### config.mk
export PLATFORM = sky130hd
export DESIGN_NAME = bw_seq_multiplier_flat
export DESIGN_NICKNAME = d
export VERILOG_FILES = /design/src/rtl/bw_seq_multiplier_pkg.sv /design/src/rtl/bw_seq_multiplier_if.sv /design/src/rtl/bw_seq_multiplier_pp_row.sv /design/src/rtl/bw_seq_multiplier.sv /design/src/flat_wrapper.sv
export SDC_FILE = /design/constraint.sdc
export NUM_CORES = 1
export LEC_CHECK = 0
export ABC_AREA = 1
export CELL_PAD_IN_SITES_DETAIL_PLACEMENT = 1
export CELL_PAD_IN_SITES_GLOBAL_PLACEMENT = 1
export CORE_ASPECT_RATIO = 1.5
export CORE_UTILIZATION = 45
export CTS_BUF_LIST = sky130_fd_sc_hd__clkbuf_8
export CTS_CLUSTER_SIZE = 14
export DETAILED_ROUTE_END_ITERATION = 6
export GPL_TIMING_DRIVEN = 0
export PLACE_DENSITY_LB_ADDON = 0.1
export SYNTH_ARGS = -nofsm -noshare
export SYNTH_HDL_FRONTEND = slang
export SYNTH_HIERARCHICAL = 1
export SYNTH_SLANG_ARGS = --single-unit
### constraint.sdc
create_clock -name clk -period 9 [get_ports clk]
set_clock_uncertainty 0.1 [all_clocks]
set_input_delay 1.8 -clock clk [delete_from_list [all_inputs] [get_ports clk]]
set_output_delay 1.8 -clock clk [all_outputs]
set_load 0.05 [all_outputs]
### src/rtl/bw_seq_multiplier_pkg.sv
// bw_mult_pkg: shared types and constants for the sequential Baugh-Wooley multiplier
package bw_mult_pkg;
  typedef enum logic [1:0] {IDLE, RUN, DONE} state_t;
  function automatic logic [63:0] bw_correction(int width);
    return (64'd1 << width) | (64'd1 << (2 * width - 1));
  endfunction
  function automatic int cnt_width(int width);
    return $clog2(width);
  endfunction
endpackage

### src/rtl/bw_seq_multiplier_if.sv
// bw_seq_multiplier_if: operand and product valid/ready handshakes
interface bw_seq_multiplier_if #(parameter int WIDTH = 8);
  logic in_valid;
  logic in_ready;
  logic [WIDTH-1:0] a;
  logic [WIDTH-1:0] b;
  logic signed_mode;
  logic out_valid;
  logic out_ready;
  logic [2*WIDTH-1:0] p;
  modport master(output in_valid, a, b, signed_mode, out_ready, input in_ready, out_valid, p);
  modport slave(input in_valid, a, b, signed_mode, out_ready, output in_ready, out_valid, p);
endinterface

### src/rtl/bw_seq_multiplier_pp_row.sv
// bw_pp_row: one Baugh-Wooley partial-product row, unshifted
module bw_pp_row import bw_mult_pkg::*; #(
  parameter int WIDTH = 8
) (
  input  logic [WIDTH-1:0] a,
  input  logic b_bit,
  input  logic [cnt_width(WIDTH)-1:0] idx,
  input  logic signed_mode,
  output logic [WIDTH:0] row
);
  localparam int CW = cnt_width(WIDTH);
  logic last_row;
  // invert the bits where exactly one of row/column is the sign position
  always_comb begin
    row = '0;
    last_row = idx == CW'(WIDTH - 1);
    for (int j = 0; j < WIDTH; j++)
      row[j] = (a[j] & b_bit) ^ (signed_mode & (last_row ^ (j == WIDTH - 1)));
  end
endmodule

### src/rtl/bw_seq_multiplier.sv
// bw_seq_multiplier: one partial-product row per clock, shift-accumulate multiplier
module bw_seq_multiplier import bw_mult_pkg::*; #(
  parameter int WIDTH = 8
) (
  input logic clk,
  input logic rst_n,
  bw_seq_multiplier_if.slave bus
);
  localparam int CW = cnt_width(WIDTH);
  localparam int PW = 2 * WIDTH;
  state_t state, state_nxt;
  logic [WIDTH-1:0] a_q, b_q;
  logic sm_q;
  logic [CW-1:0] cnt;
  logic [PW-1:0] acc, sum, p_q;
  logic [WIDTH:0] row;
  logic in_ready, take, last;
  bw_pp_row #(.WIDTH(WIDTH)) u_row (
    .a(a_q),
    .b_bit(b_q[cnt]),
    .idx(cnt),
    .signed_mode(sm_q),
    .row(row)
  );
  // handshake decode, next state and the running sum with the current row
  always_comb begin
    in_ready = state == IDLE || (state == DONE && bus.out_ready);
    take = bus.in_valid && in_ready;
    last = cnt == CW'(WIDTH - 1);
    sum = acc + (PW'(row) << cnt);
    state_nxt = take ? RUN :
                (state == RUN && last) ? DONE :
                (state == DONE && bus.out_ready) ? IDLE : state;
  end
  // state register
  always_ff @(posedge clk or negedge rst_n)
    if (!rst_n) state <= IDLE;
    else state <= state_nxt;
  // operand latch, row counter, accumulator and product register
  always_ff @(posedge clk or negedge rst_n) begin
    if (!rst_n) begin
      a_q <= '0;
      b_q <= '0;
      sm_q <= 1'b0;
      cnt <= '0;
      acc <= '0;
      p_q <= '0;
    end else if (take) begin
      a_q <= bus.a;
      b_q <= bus.b;
      sm_q <= bus.signed_mode;
      cnt <= '0;
      acc <= bus.signed_mode ? PW'(bw_correction(WIDTH)) : '0;
    end else if (state == RUN) begin
      acc <= sum;
      cnt <= cnt + CW'(1);
      if (last) p_q <= sum;
    end
  end
  assign bus.in_ready = in_ready;
  assign bus.out_valid = state == DONE;
  assign bus.p = p_q;
endmodule

### src/flat_wrapper.sv
// flat-port wrapper written by rule: the top's interface ports become plain ports
module bw_seq_multiplier_flat import bw_mult_pkg::*;
#(
  parameter int WIDTH = 8
)
  (clk, rst_n, bus_in_valid, bus_a, bus_b, bus_signed_mode, bus_out_ready, bus_in_ready, bus_out_valid, bus_p);
  bw_seq_multiplier_if #(.WIDTH(WIDTH)) bus_i ();
  input logic clk;
  input logic rst_n;
  input wire logic [$bits(bus_i.in_valid)-1:0] bus_in_valid;
  input wire logic [$bits(bus_i.a)-1:0] bus_a;
  input wire logic [$bits(bus_i.b)-1:0] bus_b;
  input wire logic [$bits(bus_i.signed_mode)-1:0] bus_signed_mode;
  input wire logic [$bits(bus_i.out_ready)-1:0] bus_out_ready;
  output wire logic [$bits(bus_i.in_ready)-1:0] bus_in_ready;
  output wire logic [$bits(bus_i.out_valid)-1:0] bus_out_valid;
  output wire logic [$bits(bus_i.p)-1:0] bus_p;
  assign bus_i.in_valid = bus_in_valid;
  assign bus_i.a = bus_a;
  assign bus_i.b = bus_b;
  assign bus_i.signed_mode = bus_signed_mode;
  assign bus_i.out_ready = bus_out_ready;
  assign bus_in_ready = bus_i.in_ready;
  assign bus_out_valid = bus_i.out_valid;
  assign bus_p = bus_i.p;
  bw_seq_multiplier #(.WIDTH(WIDTH)) u_core (.clk(clk), .rst_n(rst_n), .bus(bus_i));
endmodule
==> impl_metrics.py <==
metrics = {
    "setup_path": {
        "cp-start-kind": "input pin",
        "crit_type": "in2out",
        "crit_fanout": 3,
        "cp_data_arrival_time_ns": 3.24,
        "required_ns": 7.10,
        "worstSetupEndpointType": "output port",
    },
    "synthesis": {
        "synth_ff_type": "dfrtp_1",
        "async_flop_share": 1.00,
        "yosysSeqAreaShare": 0.366,
        "syn_area_sq_um": 3690,
        "synthCells": 548,
        "yosysTopAreaCell": "dfrtp_1",
        "synth_edf_count": 0,
        "synth_nets": 587,
        "synth_area_leaders": "dfrtp_1 37%, nand2_1 25%, nand3_1 6.5%, ha_1 5.8%, inv_1 5.6%",
        "ys_ff_latch": 54,
        "synth_most_common_cell": "nand2_1",
        "synth_top_area_frac": 0.366,
        "synth_cell_types": 36,
        "avgSynthCellArea_sq_um": 6.74,
        "yosys_warnings": 6,
        "yosys-top-cells-count": "248 x nand2_1, 55 x inv_1, 54 x dfrtp_1",
    },
    "drt": {
        "first_pass_iters": 5,
        "drtAntennaViolNets": 0,
        "wl_per_cell_um": 14.9,
        "viasPerCell": 5.13,
        "totalWireLength_um": 10500,
        "vias": 3591,
        "drc_errors": 0,
        "drt-initial-drc-count": 151,
    },
    "pwr": {
        "p_per_area_nw_per_um2": 95.4,
        "power.leakage_nw": 2.44,
        "totalPowerFinal_mw": 0.412,
        "ir_drop_mv": 0.0758,
    },
    "place": {
        "gp_congestion": 0.859,
        "place.detailed.hpwl_um": 8510,
        "io_buffers": 38,
        "placedCellCount": 692,
        "pre_cts_slack_ns": 3.85,
    },
    "clock_tree": {
        "clock_sinks": 54,
        "clock_latency_ns": 0.33,
        "cts_made_buffers": 5,
        "cts_setup_buffers": 0,
        "ctsHoldBuffers": 0,
        "clock_path_buffers": 2,
        "cts_tree": "done",
        "htreeDepth": 2,
        "root_buffer": "clkbuf_8",
        "cts.clk_slew.worst_paths_ns": 0.10,
        "cts.repair.resized": 0,
    },
    "global_route": {
        "grt_usage": 0.265,
        "grt_pass1_wl_um": 17900,
        "grt_max_degree": 37,
        "grt_pass1_vias": 3938,
        "antenna_found_initial": 0,
        "overflow": 0,
    },
    "layout": {
        "drive_gt1_frac": 0.0773,
        "regArea_sq_um": 1350,
        "multi_input_area_sq_um": 1960,
        "stdcell_count": 700,
        "nets": 633,
        "syn_to_final_growth_pct": 17.0,
        "antenna_cells": 0,
        "n_fill_cell": 1059,
    },
    "die": {
        "die_w_um": 76.0,
        "die_height_um": 113,
        "start_util": 0.464,
        "core_area_sq_um": 7960,
        "die_area_sq_um": 8580,
        "pin_count": 39,
        "rows": 40,
    },
    "sta": {
        "rsz0062_at_grt": "no",
        "max_slew.worst_pin.slew_ns": 0.507,
        "setup_violations": 0,
        "report.final.slew_viol_count": 0,
        "fmax_mhz": 195,
        "final-hold-violation-count": 0,
        "tns_ns": 0,
        "slew_headroom": 0.661,
        "fin_crit_sh": 0.571,
        "fin_ws_ns": 3.86,
        "hold_ws_ns": 0.388,
        "fin_crit_ns": 5.14,
    },
    "run_status": {
        "status": "completed",
    },
    "worst_hold_path": {
        "min_path_type": "reg2reg",
    },
    "job": {
        "maxCapViolations": 0,
    },
}
-- logic make-up (layout without fill, tap and decap cells) --
group / Yosys count / after routing / synth area share
flops: 54 / 54 / 0.366
compound gates: 45 / 45 / 0.0637
simple gates: 341 / 341 / 0.385
fa+ha+maj: 18 / 18 / 0.0630
other cells: 1 / 1 / 0.00102
buf+inv: 82 / 129 / 0.104
xor+xnor: 5 / 5 / 0.0119
mux: 2 / 2 / 0.00542
-- stage by stage --
| step | instance area (sq um) | util |
|---|---|---|
| after floorplan | 3690 | - |
| after global placement | 4210 | 0.528 |
| after detailed placement | 4220 | 0.530 |
| after CTS | 4320 | 0.543 |
| after global routing | 4320 | 0.543 |
| final | 4320 | 0.543 |
-- worst paths after layout --
check | from | end | slack [ns] | cells after the start
worst min-delay path | u_core/a_q[1] | u_core/a_q[1] | 0.39 | 2
max in group asynchronous | rst_n | u_core/acc[8] | 6.92 | 2
min in group asynchronous | rst_n | u_core/bus.p[4] | 1.30 | 1
worst max register to register | u_core/cnt[1] | u_core/bus.p[6] | 4.78 | 23
worst min register to register | u_core/a_q[1] | u_core/a_q[1] | 0.39 | 2
worst max-delay path | bus_out_ready | bus_in_ready | 3.86 | 4
-- cells in the final DEF, fill, tap and decap left out, types with 3 or more instances in the layout --
master and n:
nor3_1 3, clkbuf_8 6, dfrtp_1 54, nand3_1 48, a21oi_1 10, nand4_1 3
buf_6 5, nor2_1 23, nand2_1 248, o21ai_0 25, nand2_2 4, inv_1 55
buf_2 5, ha_1 17, xor2_1 3, nor2_4 3, buf_4 5, inv_2 7
o21ai_1 6, clkbuf_1 3, clkdlybuf4s50_1 37
-- report_power, final --
part | internal, mW | total [mW] | switching, mW
combinational | 0.00877 | 0.0160 | 0.00723
sequential | 0.242 | 0.242 | 0
clock | 0.0636 | 0.154 | 0.0903
-- flip-flops by register name, indices dropped and copies added, names as in the netlist --
| signal | flops |
|---|---|
| u_core/bus.p | 16 |
| u_core/acc | 16 |
| u_core/state | 2 |
| u_core/sm_q | 1 |
| u_core/cnt | 3 |
| u_core/b_q | 8 |
| u_core/a_q | 8 |
-- critical path, cell delays in order --
cell	delay (ns)
clkdlybuf4s50_1	0.48
o21ai_2	0.07
inv_2	0.08
clkdlybuf4s50_1	0.81
-- per-layer routing --
metal  part of all wire  GRT usage  vias to the layer above
met5                  0          0                        -
met4              0.022      0.103                        0
met3              0.022     0.0331                       15
met2               0.58      0.552                       53
met1               0.37      0.259                     1729
li1                   -          -                     1794
-- final cells by class --
type,count,share of cell area
multi-input combinational,412,0.453
sequential,54,0.313
timing repair buffer,39,0.0915
inverter,64,0.0568
buffer,18,0.0324
tap,105,0.0304
clock buffer,6,0.0191
clock inverter,2,0.00405
Note: power is estimated with default switching activity, not from simulation.
==> edit (config.mk and constraints unchanged) <==
Re-encode `state_t` (3 states) as one-hot, 3 bits wide.
--- a/src/rtl/bw_seq_multiplier_pkg.sv
+++ b/src/rtl/bw_seq_multiplier_pkg.sv
@@ -2,3 +2,3 @@
 package bw_mult_pkg;
-  typedef enum logic [1:0] {IDLE, RUN, DONE} state_t;
+  typedef enum logic [2:0] {IDLE = 3'b001, RUN = 3'b010, DONE = 3'b100} state_t;
   function automatic logic [63:0] bw_correction(int width);
Formal check against the unedited RTL: no difference found for any inputs over 4 cycles, from zero or initial values and one cycle with rst_n low; so few cycles prove little.
==> edit against the unedited design <==
Routed wire length down 7.7%. Final area down 4.7%. Critical path type unchanged. Fmax down 3.3%. Count of clock-buffer cells in the layout down 1. Critical endpoint unchanged. Synthesized area down 5.1%. Sequential cell count up 1. Worst setup slack worse by 0.18 ns. First-iteration DRC count down 39%.
Power is not compared: it rests on default switching activity, and its combinational part moved more than twofold at a synthesized area within 25%.
==> edit: results (changes against the unedited design) <==
* Outcome: finished clean
* WL met2 at 5530 um (-9.5%)
* Syn-to-layout area delta at 17.45%
* DP HPWL at 7814 um (-8.2%)
* Via Count at 3344 (-6.9%)
* Seq area share at 0.3345 (+0.02178)
* R2R Path Start: u_core/cnt[0]
* Sequential area share after synthesis at 0.3929 (+0.02708)
* Fillers at 1005 (-5.1%)
* FFs & Latches at 55 (+1.9%)
* Well tap count at 102 (-2.9%)
* Crit path DAT at 3.42 ns (+0.18 ns)
* Min-delay src: u_core/bus.p[2]
* Worst Hold Endpoint: u_core/bus.p[2]
* Comb_multi_in at 382 (-7.3%)
* Worst rel slew slack at 0.6528 (-0.007997)
* Final worst slack at 3.683 ns (-0.1771 ns)
* First-pass GRT wire length at 15990 um (-11%)
* Cells on worst reg2reg path at 25 (+8.7%)
* Signal inverters at 39 (-39%)
* Non-clk bufs at 56 (-1.8%)
* Placed cells at 634 (-8.4%)
* Detail-routed net length per standard cell at 15.02 um (+0.63%)
* Layout cells sized above 1 at 0.06852 (-0.008792)
* Synth cell count leaders: 209 x nand2_1, 54 x dfrtp_1, 35 x o21ai_0, 33 x inv_1, 32 x nand3_1
* Routed wl met3 at 147 um (-37%)
* Vias in the first global route at 3426 (-13%)
* DR iter-0 viols at 92 (-39%)
* Met3 usage at 0.03182 (-0.001246)
[edit: changes by cell type in the layout (fill, tap and decap cells not counted), moves of 3 or more]
cell | before | now
a21oi_1 | 10 | 16
buf_4 | 5 | 2
o21ai_0 | 25 | 35
inv_1 | 55 | 34
nand2_1 | 248 | 209
nand3b_1 | 1 | 6
nor2_1 | 23 | 26
buf_2 | 5 | 9
buf_6 | 5 | 2
nand3_1 | 48 | 32
[edit: logic make-up (layout without fill, tap and decap cells)]
group,count (synthesis),after routing,synth area share
AO/OA/AOI/OAI,63,63,0.09636
other,1,1,0.001070
XOR/XNOR,7,7,0.01749
buffers and inverters,56,103,0.06924
multiplexers,4,4,0.01142
flip-flops,55,55,0.3929
AND/OR/NAND/NOR,289,289,0.3451
adder cells (fa/ha/maj),18,18,0.06638
